==> config.mk <==
export PLATFORM = sky130hd
export DESIGN_NAME = spi_slave_param
export DESIGN_NICKNAME = d
export VERILOG_FILES = /design/src/rtl/spi_slave_param.sv
export SDC_FILE = /design/constraint.sdc
export NUM_CORES = 1
export LEC_CHECK = 0
export ABC_AREA = 0
export CORE_MARGIN = 2
export CORE_UTILIZATION = 52
export CTS_CLUSTER_SIZE = 8
export DETAILED_ROUTE_END_ITERATION = 16
export PLACE_DENSITY_LB_ADDON = 0.15
export SLEW_MARGIN = 25
export SYNTH_ARGS = -nofsm -noshare
export SYNTH_HDL_FRONTEND = slang
export SYNTH_SLANG_ARGS = --single-unit
==> constraint.sdc <==
create_clock -name clk -period 1.9 [get_ports clk]
set_input_delay 0.475 -clock clk [delete_from_list [all_inputs] [get_ports clk]]
set_output_delay 0.475 -clock clk [all_outputs]
set_load 0.02 [all_outputs]
==> src/rtl/spi_slave_param.sv <==
// SPI slave: 1-bit command, FRAME_W-bit frame capture, and a read path that
// waits for memory-side data, then serialises it out on MISO, MSB first.
module spi_slave_param #(
  parameter int DATA_W      = 8,
  parameter int TX_WAIT_MAX = 15
) (
  input  logic              clk,
  input  logic              rst_n,
  input  logic              SS_n,
  input  logic              MOSI,
  output logic [DATA_W+1:0] rx_data,
  output logic              rx_valid,
  input  logic [DATA_W-1:0] tx_data,
  input  logic              tx_valid,
  output logic              MISO,
  output logic              frame_err,
  output logic              busy
);

  localparam int FRAME_W = DATA_W + 2;
  localparam int CNT_MAX = (FRAME_W > TX_WAIT_MAX) ? FRAME_W : TX_WAIT_MAX;
  localparam int CNT_W   = $clog2(CNT_MAX + 1);

  localparam logic [CNT_W-1:0] CNT_FRAME = CNT_W'(FRAME_W);
  localparam logic [CNT_W-1:0] CNT_WAIT  = CNT_W'(TX_WAIT_MAX - 1);
  localparam logic [CNT_W-1:0] CNT_TX    = CNT_W'(DATA_W - 1);
  localparam logic [CNT_W-1:0] CNT_ONE   = CNT_W'(1);

  typedef enum logic [2:0] {
    IDLE, CHK_CMD, WRITE, READ_ADD, READ_DATA, READ_WAIT, READ_TX, DONE
  } state_t;

  state_t            state;
  logic [CNT_W-1:0]  cnt;
  logic [DATA_W-1:0] tx_sr;
  logic              rd_addr_done;

  assign busy = (state != IDLE);

  always_ff @(posedge clk) begin
    if (!rst_n) begin
      state        <= IDLE;
      rx_data      <= '0;
      rx_valid     <= 1'b0;
      MISO         <= 1'b0;
      frame_err    <= 1'b0;
      rd_addr_done <= 1'b0;
      cnt          <= '0;
      tx_sr        <= '0;
    end else begin
      rx_valid  <= 1'b0;
      frame_err <= 1'b0;
      MISO      <= 1'b0;
      // Deselect wins over everything, including the last frame bit.
      if (SS_n && state != IDLE) begin
        state <= IDLE;
        cnt   <= '0;
        if (state != DONE) frame_err <= 1'b1;
      end else begin
        case (state)
          IDLE: if (!SS_n) state <= CHK_CMD;
          CHK_CMD: begin
            cnt <= CNT_FRAME;
            if (!MOSI)             state <= WRITE;
            else if (rd_addr_done) state <= READ_DATA;
            else                   state <= READ_ADD;
          end
          WRITE, READ_ADD, READ_DATA: begin
            rx_data <= {rx_data[FRAME_W-2:0], MOSI};
            cnt     <= cnt - CNT_ONE;
            if (cnt == CNT_ONE) begin
              rx_valid <= 1'b1;
              cnt      <= '0;
              if (state == READ_DATA) state <= READ_WAIT;
              else                    state <= DONE;
              if (state == READ_ADD) rd_addr_done <= 1'b1;
            end
          end
          READ_WAIT: begin
            if (tx_valid) begin
              MISO  <= tx_data[DATA_W-1];
              tx_sr <= {tx_data[DATA_W-2:0], 1'b0};
              cnt   <= CNT_TX;
              state <= READ_TX;
            end else if (cnt == CNT_WAIT) begin
              // Timed out: address stays valid so the master can retry.
              frame_err <= 1'b1;
              cnt       <= '0;
              state     <= DONE;
            end else begin
              cnt <= cnt + CNT_ONE;
            end
          end
          READ_TX: begin
            if (cnt != '0) begin
              MISO  <= tx_sr[DATA_W-1];
              tx_sr <= {tx_sr[DATA_W-2:0], 1'b0};
              cnt   <= cnt - CNT_ONE;
            end else begin
              rd_addr_done <= 1'b0;
              state        <= DONE;
            end
          end
          DONE:    ;
          default: state <= IDLE;
        endcase
      end
    end
  end

endmodule

==> qor.txt, run 1 <==
max cap viols - 0
hold worst-path end - rx_data[9]
Clock power frac - 0.125
syn_area_per_cell - 8.75 um2
Post-Route WL - 4.21 mm
first-pass GRT wire length - 6.89 mm
Hold WC Path Type - reg2reg
share of layout cells above drive strength 1 - 0.191
crit-path leading delay family - compound AO/OA/AOI/OAI gates
Crit Path Category - reg2reg
gr usage total - 0.253
register area - 563 um2
CP max-delay cell - or3b_1
Achievable Freq - 539 MHz
Leakage Power - 0.000845 uW
Hold Fails Final Rpt - 0
Chip Width - 59.8 um
die area - 3580 um2
fin. max-slew vios - 0
sw power - 981 uW
RR Startpoint - cnt[0]
crit path from - cnt[0]
syn nets - 202
Starting Density - 0.539
Max-Slew Margin vs Limit - 0.700
Ports - 27
Reg2Reg Setup Slack - 40 ps
crit-path max FO - 6
RePlAce Congestion - 0.926
Yosys top cell by area - dfxtp_1
post-DP HPWL - 3.02 mm
register share of total power - 0.316
routed via count - 1586
Initial DRT Pass Iterations - 4
IO buf count - 26
vias in the first global route - 1488
Layout Skew - 2.19 ps
hold path cells - 2
Post-synth EDFFs - 0
worst-skew pair later-pin latency - 340 ps
FF-to-FF path depth - 6
drt via density - 6.03
Most used DFF post-synth - dfxtp_1
CP Capture Type - register
Root Buffer - clkbuf_4
status - finished clean
worst hold slack - 514 ps
Synth async-reset ratio - 0
worst min-delay path startpoint - rx_data[9]
Tcrit/Tclk final - 0.977
1st-iter DRT viols - 98
area of the multi-input gates - 967 um2
TritonCTS Buffers - 3
crit path buf inv count - 1
placed cell count - 259
CP Cell Sequence - inv_1 > ha_1 > or3b_1 > a22o_2 > a21oi_1 > a211oi_1
stages on the worst setup path - 6
Seq cells post-synth - 28
Internal - 1410 uW
Post-Syn Instances - 185
main area contributors after synthesis - dfxtp_1, mux2i_1, nor2_1
crit path launch type - register
fill count - 243
Worst Tran Pin Value - 448 ps
H-tree level count - 1
CTS tree - done
CP Data Arrival Time - 2090 ps
ANT cells - 0
VDD IR-drop max - 0.638 mV
final setup vio count - 0
initial antenna violation count - 0
CTS max path bufs - 2
largest net degree at the start of global routing - 19
Mapped Area - 1620 um2
Core ar. - 3000 um2
register area share after synthesis - 0.346
Detail Route Antenna Nets - 0
final std cells w/o fill - 263
Synth warnings - 0
FF-to-FF End - tx_sr[7]
postcts setup bufs - 0
critical path's largest stage delay - 470 ps
CTS sink cnt - 28
DR WL/cell - 16.0 um
standard-cell rows - 20
nets - 248
# DRC - 0
P&R area growth vs syn - 31.1%
hold_buf cts - 0
Data required, critical path - 2130 ps
gr ovfl total - 0
Yosys top cell area share - 0.346
die height - 59.8 um
Worst-path clk slew - 150 ps
minimum clock period - 1860 ps
Distinct cells, synth - 51
Comb power frac - 0.559
sw frac - 0.411
pwr/cell area - 1120 nW/um2
## what timing repair did
| item | 4_1_cts | 5_1_grt |
|---|---|---|
| resized for setup | 2 | 7 |
| pin swaps | 0 | 0 |
| setup endpoints to repair | 1 | 10 |
## power groups by stage
| stage | combinational, uW | clock [uW] | sequential [uW] |
|---|---|---|---|
| 3_3_place_gp | 1240 | 0 | 759 |
| 2_1_floorplan | 856 | 0 | 719 |
| 3_5_place_dp | 1280 | 0 | 760 |
| 6_report | 1330 | 299 | 756 |
| 4_1_cts | 1270 | 303 | 750 |
| 5_1_grt | 1440 | 324 | 768 |
## per-stage QoR
step | setup WS [ps] | area, um2 | utilization | TNS, ps | power, uW
3_5_place_dp | -8.88 | 2070 | 0.688 | -8.88 | 2040
6_report | 43.8 | 2120 | 0.707 | 0 | 2390
4_1_cts | 44.0 | 2100 | 0.700 | 0 | 2330
3_3_place_gp | 56.5 | 2070 | 0.688 | 0 | 2000
2_1_floorplan | 227 | 1620 | - | 0 | 1570
5_1_grt | -8.64 | 2120 | 0.707 | -8.86 | 2530
## cell usage after synthesis (all sizes together), types with 2 or more instances
cell      n
nand4b    2
o221ai    2
nand2b    4
and3      3
ha        4
a211oi    8
nor3      5
nor4b     2
inv       9
or3b      2
buf       9
nor3b     2
a22oi     2
clkbuf    4
a2111oi   4
nor4      2
o211a     2
nand3b    2
a22o      2
dfxtp    28
o21ai     9
nor2     22
nand3     2
mux2i    16
a21oi    16
nor2b     4
## logic make-up (layout without fill, tap and decap cells)
family | after synthesis | after routing | synth area share
AO/OA/AOI/OAI | 57 | 57 | 0.247
AND/OR/NAND/NOR | 56 | 56 | 0.198
flip-flops | 28 | 28 | 0.346
buffers and inverters | 22 | 67 | 0.0688
multiplexers | 16 | 16 | 0.0989
adder cells (fa/ha/maj) | 4 | 4 | 0.0309
XOR/XNOR | 2 | 2 | 0.0108
## worst register-to-register path, delay by kind of cell (launching register included)
kind / cells / cell delay (ps)
compound gates: 3 / 580
fa+ha+maj: 1 / 220
buf+inv: 1 / 110
flops: 1 / 370
simple gates: 1 / 470
## layout by cell type (no fill, tap or decap), types with 3 or more instances in the layout
cell type and count:
nor2_1 21, a211oi_1 8, and3_1 3, clkbuf_4 3, nor3_1 4, dfxtp_1 26
mux2i_1 16, buf_4 27, a21oi_1 14, ha_1 4, nor2b_1 4, nand2b_1 4
inv_1 9, clkdlybuf4s50_1 25, o21ai_0 7
## flip-flops by register name, indices dropped and copies added (netlist names)
name,cells
MISO,1
state,3
frame_err,1
tx_sr,7
rx_valid,1
rx_data,10
cnt,4
rd_addr_done,1
## worst max-delay path by stage
| stage | to | slack (ps) |
|---|---|---|
| after floorplan | cnt[1] | 230 |
| after global placement | frame_err | 60 |
| after detailed placement | state[0] | -9 |
| after CTS | state[0] | 40 |
| after global routing | tx_sr[2] | -9 |
| final | tx_sr[7] | 40 |
## final cells by class
cell class,count,share of cell area
Multi-Input combinational cell,135,0.456
Sequential cell,28,0.265
Inverter,9,0.0159
Tap cell,33,0.0194
Timing Repair Buffer,54,0.227
Clock buffer,4,0.0171
## per-layer routing
metal,global-route usage,share of wire
met5,0,0
met4,0.0952,0.018
met3,0.0455,0.043
met2,0.429,0.50
met1,0.317,0.44
(Power assumes the default switching activity.)
==> run 2, diff against run 1 <==
- CORE_UTILIZATION: 52 -> 25
- HOLD_SLACK_MARGIN: default -> 0.15
==> run 2 against run 1 <==
Compared with the run above:
- sequential cell count is the same
- sequential power shrank 0.7%
- core utilization shrank 36 points
- count of clock-buffer cells in the layout is the same
- final cell count grew 16%
- critical endpoint is now tx_sr[4]
- largest cell class unchanged
- largest power group unchanged
==> qor.txt, run 2 (synthesis gave the netlist of run 1 again) <==
status - finished clean
max cap viols - 0 (unchanged)
Core Util, Final - 0.350 (-0.357)
Post-Route WL - 4.51 mm (+7.2%)
registers with the most flip-flops - rx_data (10), tx_sr (7), cnt (4)
die height - 84.5 um (+41%)
RR Startpoint - cnt[0]
vias in the first global route - 1531 (+2.9%)
CP Cell Sequence - inv_1 > ha_4 > or3b_4 > a22o_2 > a21oi_1 > a211oi_2
CP max-delay cell - or3b_4
Tcrit/Tclk final - 0.928 (-0.0486)
CTS sink cnt - 28 (unchanged)
routed via count - 1528 (-3.7%)
postcts setup bufs - 0 (unchanged)
share of layout cells above drive strength 1 - 0.202 (+0.0105)
hold_buf cts - 0 (unchanged)
IO buf count - 26 (unchanged)
die area - 7140 um2 (+100%)
most common cell after layout, fill and taps aside - dfxtp_1
met1 WL - 2.12 mm (+14%)
CTS max path bufs - 2 (unchanged)
1st-iter DRT viols - 77 (-21%)
gr usage total - 0.127 (-0.126)
post-DP HPWL - 3.33 mm (+10%)
final std cells w/o fill - 305 (+16%)
Hold Fails Final Rpt - 0 (unchanged)
Reg2Reg Setup Slack - 140 ps (+90 ps)
FF-to-FF End - tx_sr[4]
highest routed layer - met4
crit path launch type - register
worst-skew pair later-pin latency - 280 ps (-60 ps)
most flop-heavy register - rx_data
Core ar. - 6310 um2 (+110%)
Initial DRT Pass Iterations - 4 (unchanged)
DR WL/cell - 14.8 um (-7.5%)
Starting Density - 0.256 (-0.283)
Data required, critical path - 2060 ps (-70 ps)
Layout Skew - 7.93 ps (+5.74 ps)
Achievable Freq - 567 MHz (+5.2%)
fin. max-slew vios - 0 (unchanged)
pwr/cell area - 1130 nW/um2 (+0.14%)
Ports - 27 (unchanged)
crit-path max FO - 6 (unchanged)
RePlAce Congestion - 0.800 (-14%)
CP endpoint - tx_sr[4]
final setup vio count - 0 (unchanged)
VDD IR-drop max - 0.409 mV (-36%)
Max-Slew Margin vs Limit - 0.680 (-0.0203)
Leakage Power - 0.000847 uW (+0.28%)
standard-cell rows - 29 (+45%)
Worst Tran Pin Value - 480 ps (+31.1 ps)
CP Data Arrival Time - 1920 ps (-170 ps)
initial antenna violation count - 0 (unchanged)
met2 wire length - 2.11 mm (+1.2%)
# DRC - 0 (unchanged)
ANT cells - 0 (unchanged)
Worst-path clk slew - 100 ps (-50 ps)
nets - 246 (-0.81%)
CP Capture Type - register
H-tree level count - 1 (unchanged)
first-pass GRT wire length - 7.53 mm (+9.3%)
drt via density - 5.01 (-17%)
Place WS - -191 ps (-182 ps)
critical path's largest stage delay - 420 ps (-50 ps)
CTS tree - done
crit path buf inv count - 1 (unchanged)
Root Buffer - clkbuf_8
Detail Route Antenna Nets - 0 (unchanged)
commonest non-fill, non-tap cells in the layout - dfxtp_1, clkdlybuf4s50_1, buf_4, nor2_1, mux2i_1
Routed met3 length - 199 um (+8.7%)
Largest register FFs - 10 (unchanged)
Crit Path Category - reg2reg
TritonCTS Buffers - 3 (unchanged)
crit path from - cnt[0]
minimum clock period - 1760 ps (-92.3 ps)
stages on the worst setup path - 6 (unchanged)
gr ovfl total - 0 (unchanged)
P&R area growth vs syn - 36.5%
crit-path leading delay family - compound AO/OA/AOI/OAI gates
worst setup margin - 136 ps (+92.3 ps)
Hold WC Path Type - reg2reg
placed cell count - 301 (+16%)
largest net degree at the start of global routing - 17 (-2)
Chip Width - 84.5 um (+41%)
FF-to-FF path depth - 6 (unchanged)
RSZ-0062 raised after global routing - no
## run 2: power by group
group          total, uW  internal (uW)  switching [uW]  leakage, uW
Combinational       1350            645             708     0.000591
Sequential           751            652            98.8     0.000228
Clock                385            186             199    0.0000288
## run 2: worst min path at each step
stage / slack, ps / start / endpoint / cells past startpoint
after floorplan: 450 / tx_sr[1] / tx_sr[1] / 2
after detailed placement: 490 / rx_data[9] / rx_data[9] / 2
after global routing: 540 / tx_sr[1] / tx_sr[1] / 2
final: 510 / tx_sr[1] / tx_sr[1] / 2
after CTS: 520 / rx_data[9] / rx_data[9] / 2
after global placement: 480 / rx_data[9] / rx_data[9] / 2
## run 2: layer usage
layer | vias to the layer above | track usage
li1 | 771 | -
met1 | 712 | 0.174
met2 | 39 | 0.203
met3 | 6 | 0.0256
met4 | 0 | 0.0404
met5 | - | 0
## run 2: worst reg2reg max path, delay by kind of cell (launching register included)
family | cells | cell delay (ps)
flops | 1 | 340
simple gates | 1 | 420
fa+ha+maj | 1 | 190
buf+inv | 1 | 150
compound gates | 3 | 550
## run 2: cell type report
| type | count | area [um2] |
|---|---|---|
| Clock buffer | 4 | 55.1 |
| Sequential cell | 28 | 563 |
| Fill cell | 691 | 4100 |
| Tap cell | 77 | 96.3 |
| Timing Repair Buffer | 52 | 467 |
| Multi-Input combinational cell | 135 | 995 |
| Inverter | 9 | 33.8 |
## run 2: through the flow
step                      instance area [um2]  total power [uW]  setup TNS, ps  hold WS (ps)
final                                    2210              2490              0           511
after global routing                     2210              2670              0           538
after detailed placement                 2110              2030           -331           488
after global placement                   2110              2060          -69.5           475
after CTS                                2160              2420              0           517
after floorplan                          1620              1570              0           454
## run 2: repair_timing
item                       in CTS  in global routing
setup endpoints to repair       4                 11
resized for setup               3                 12
pin swaps                       0                  0
==> variant 1, RTL diff (settings of run 2) <==
The parameter `TX_WAIT_MAX` goes from 15 to 14.
--- a/src/rtl/spi_slave_param.sv
+++ b/src/rtl/spi_slave_param.sv
@@ -2,7 +2,7 @@
 // waits for memory-side data, then serialises it out on MISO, MSB first.
 module spi_slave_param #(
   parameter int DATA_W      = 8,
-  parameter int TX_WAIT_MAX = 15
+  parameter int TX_WAIT_MAX = 14
 ) (
   input  logic              clk,
   input  logic              rst_n,
Formal check against the unedited RTL: same outputs for any inputs over 10 cycles, from zero or initial values and one cycle with rst_n low; that may be too few to reach the edited logic, so the function may still have changed.
==> variant 1 against run 2 <==
- critical path depth did not move
- setup slack about the same
- cell area decreased by 0.62%
- clock power is 15% lower
- synthesized area down 0.77%
- global-route usage decreased by 0.27 points
- sequential cell count unchanged
- power is 1.9% lower
- routed wire length is 3.1% lower
- final cell count up 0.98%
- critical endpoint is now tx_sr[5]
- largest power group unchanged
- highest routed layer unchanged
==> variant 1: results (changes against run 2) <==
| Metric | Value |
|---|---|
| R2R Path End | `tx_sr[5]` |
| Multiplexer share of the synthesized area | `0.0997 (+0.000770)` |
| First-pass GRT wire length | `7.26 mm (-3.6%)` |
| Dpl cell area | `0.00214 mm2 (+1.7%)` |
| Drt wl/cell | `14.2 um (-4.0%)` |
| CP max-delay cell | `or3b_1` |
| Min Tclk post-route | `1.76 ns (-0.000326 ns)` |
| P_int | `1.47 mW (-0.77%)` |
| R2r setup slk | `0.14 ns (about the same)` |
| Outcome | `completed` |
| Share of cells above drive strength 1 | `0.173 (-0.0286)` |
| Seq group | `728 uW (-3.1%)` |
| Hpwl dp | `3.25 mm (-2.6%)` |
| Pre-CTS setup slack | `0.000247 ns (+0.191 ns)` |
| Share of the yosys chip area belonging to registers | `0.349 (+0.00270)` |
| Critical Path Sink | `tx_sr[5]` |
| PD cells | `1110 mW/mm2 (-1.3%)` |
| Distinct cells, synth | `50 (-2.0%)` |
| Vias | `1,546 (+1.2%)` |
| Largest cells by area after synthesis | `dfxtp_1 35%, mux2i_1 10%, nor2_1 5.1%` |
| Post-synthesis compound-gate area fraction | `0.247 (+0.000362)` |
| Xor/xnor cell area share of the yosys netlist | `0.0109 (+0.0000843)` |
| Largest net degree at the start of global routing | `23 (+6)` |
| Clk_skew | `0.00322 ns (-0.00471 ns)` |
| Comb. pwr | `1.39 mW (+3%)` |
| P_leak | `0.855 nW (+1.0%)` |
| Initial DRC count | `62 (-19%)` |
| Vias per cell | `5.02 (+0.19%)` |
| Peak VDD IR | `0.374 mV (-8.6%)` |
| Placed cell count | `305 (+1.3%)` |
-- variant 1: cells by family (layout without fill, tap and decap cells) --
logic type      after synthesis  in the layout
simple gates                 57             57
compound gates               57             57
xor+xnor                      2              2
flops                        28             28
mux                          16             16
buf+inv                      21             67
fa+ha+maj                     4              4
-- variant 1: stage by stage --
step / TNS (ns) / util / hold slack, ns
after floorplan: 0 / - / 0.449
after global placement: -0.121 / 0.341 / 0.479
after detailed placement: 0 / 0.341 / 0.483
after CTS: 0 / 0.348 / 0.498
after global routing: 0 / 0.350 / 0.528
final: 0 / 0.350 / 0.499
-- variant 1: routing by layer --
metal / track usage / part of all wire
met1: 0.165 / 0.50
met2: 0.203 / 0.45
met3: 0.0147 / 0.025
met4: 0.0572 / 0.019
met5: 0 / 0
-- variant 1: timing repair --
item / 4_1_cts / 5_1_grt
setup buffers: 0 / 0
gates resized for setup: 1 / 3
hold buffers: 0 / 0
setup endpoints to repair: 1 / 3
-- variant 1: worst min-delay path by stage --
stage | startpoint | endpoint | slack [ns]
global route | rd_addr_done | rd_addr_done | 0.53
floorplan | tx_sr[1] | tx_sr[1] | 0.45
CTS | tx_sr[1] | tx_sr[1] | 0.50
detailed placement | tx_sr[1] | tx_sr[1] | 0.48
global placement | rx_data[9] | rx_data[9] | 0.48
finish | tx_sr[1] | tx_sr[1] | 0.50
-- variant 1: final cells by class --
type	instances	area [um2]
multi-input cells	136	958
repair buffers	56	509
fillers	685	4080
clock buffers	3	41.3
flip-flops and latches	28	561
inverters	8	30.0
well taps	77	96.3
-- variant 1: worst register-to-register path: stages (launching register included) --
cell and delay (ns):
dfxtp_1 0.36, inv_1 0.09, ha_1 0.19, or3b_1 0.44, a22o_1 0.32, a21oi_1 0.18, a211oi_1 0.06
==> variant 2, RTL diff (flow settings as in run 2) <==
Made on the original files. Re-encode `state_t` (8 states) as one-hot, 8 bits wide.
--- a/src/rtl/spi_slave_param.sv
+++ b/src/rtl/spi_slave_param.sv
@@ -26,8 +26,8 @@
   localparam logic [CNT_W-1:0] CNT_TX    = CNT_W'(DATA_W - 1);
   localparam logic [CNT_W-1:0] CNT_ONE   = CNT_W'(1);
 
-  typedef enum logic [2:0] {
-    IDLE, CHK_CMD, WRITE, READ_ADD, READ_DATA, READ_WAIT, READ_TX, DONE
+  typedef enum logic [7:0] {
+    IDLE = 8'b00000001, CHK_CMD = 8'b00000010, WRITE = 8'b00000100, READ_ADD = 8'b00001000, READ_DATA = 8'b00010000, READ_WAIT = 8'b00100000, READ_TX = 8'b01000000, DONE = 8'b10000000
   } state_t;
 
   state_t            state;
Formal check against the unedited RTL: no difference found for any inputs over 10 cycles, from zero or initial values and one cycle with rst_n low; not proved beyond that.
==> variant 2 against run 2 <==
- first-iteration DRC count is 39% lower
- sequential cell count up 5
- synthesized area rose by 15%
- cell area is 31% higher
- hold slack worse by 0.038 ns
- sequential share of layout area decreased by 2.5 points
- routed wire length grew 25%
- setup slack worse by 0.11 ns
- synthesized cell count up 20%
Power is not compared: it rests on default switching activity, and its combinational part moved more than twofold at a synthesized area within 25%.
==> variant 2: results (changes against run 2) <==
| Metric | Value |
|---|---|
| Outcome | `completed` |
| Vias | `1,954 (+28%)` |
| Pre-CTS setup slack | `-0.150 ns (+0.0409 ns)` |
| DR WL met3 | `234 um (+18%)` |
| Clk_skew | `0.0104 ns (+0.00242 ns)` |
| Xor/xnor cell area share of the yosys netlist | `0.0329 (+0.0220)` |
| Met1 Routed Length | `2.69 mm (+27%)` |
| Share of the yosys chip area belonging to registers | `0.354 (+0.00791)` |
| Hpwl dp | `3.94 mm (+18%)` |
| H-tree Lvls | `2 (+1)` |
| First-pass GRT wire length | `8.59 mm (+14%)` |
| Share of cells above drive strength 1 | `0.343 (+0.141)` |
| Biggest regs | `rx_data: 10 flops, state: 8 flops, tx_sr: 7 flops` |
| Vias in the first global route | `1,754 (+15%)` |
| Largest cells by area after synthesis | `dfxtp_1 35%, nor2_1 6.2%, mux2i_1 5.9%` |
| Post-synthesis compound-gate area fraction | `0.217 (-0.0299)` |
| Met2 usage | `0.202 (-0.000987)` |
| Met3 usage | `0.0292 (+0.00365)` |
| Initial DRC count | `47 (-39%)` |
| Slew HR | `0.733 (+0.0528)` |
| Met1 usage | `0.179 (+0.00534)` |
| CP arrival | `2.04 ns (+0.12 ns)` |
| Largest net degree at the start of global routing | `16 (-1)` |
| Final net count | `323 (+31%)` |
| Mapped Nets | `240 (+19%)` |
| Placed cell count | `382 (+27%)` |
| Clock-pin slew on the worst setup and hold paths | `0.08 ns (-0.02 ns)` |
| List of most frequent post-synthesis cells | `33 x dfxtp_1, 31 x nor2_1, 13 x nand2_1, 13 x nand3_1, 11 x mux2i_1` |
| Number of antenna diodes | `0 (unchanged)` |
| # resized after CTS | `12 (+9)` |
| Synth Area in Adders | `0.0335 (+0.00262)` |
| Largest stage delay, worst path | `0.37 ns (-0.05 ns)` |
| Cell Count, Final, Fillers Out | `405 (+33%)` |
| Met2 layer wire length in the routed design | `2.67 mm (+26%)` |
| Cts bufs inserted | `5 (+2)` |
| Drt wl/cell | `14.0 um (-5.6%)` |
| Multiplexer share of the synthesized area | `0.0590 (-0.0399)` |
| Placer Congestion | `0.792 (-0.99%)` |
| GRT Total Usage | `0.129 (+0.00120)` |
| Syn Inst Count | `222 (+20%)` |
## variant 2: cell count changes after synthesis, moves of 4 or more
cell / delta
nor2_1: +9
mux2i_1: -5
a311oi_1: +5
clkbuf_1: +4
nand3_1: +11
xor2_1: +4
a211oi_1: -5
nand2_1: +12
a21oi_1: -6
dfxtp_1: +5
## variant 2: path summary, 6_finish.rpt
path | from | to | slack [ns] | cells past startpoint
hold reg to reg | tx_sr[1] | tx_sr[1] | 0.47 | 2
setup reg to reg | state[4] | cnt[1] | 0.02 | 7
setup / recovery | state[4] | cnt[1] | 0.02 | 7
hold / removal | tx_sr[1] | tx_sr[1] | 0.47 | 2
## variant 2: layout make-up
class / instances / area (um2)
clock inverters: 2 / 10.0
flip-flops and latches: 33 / 668
clock buffers: 6 / 72.6
multi-input cells: 168 / 1240
inverters: 9 / 38.8
fillers: 762 / 4350
well taps: 99 / 124
repair buffers: 88 / 753
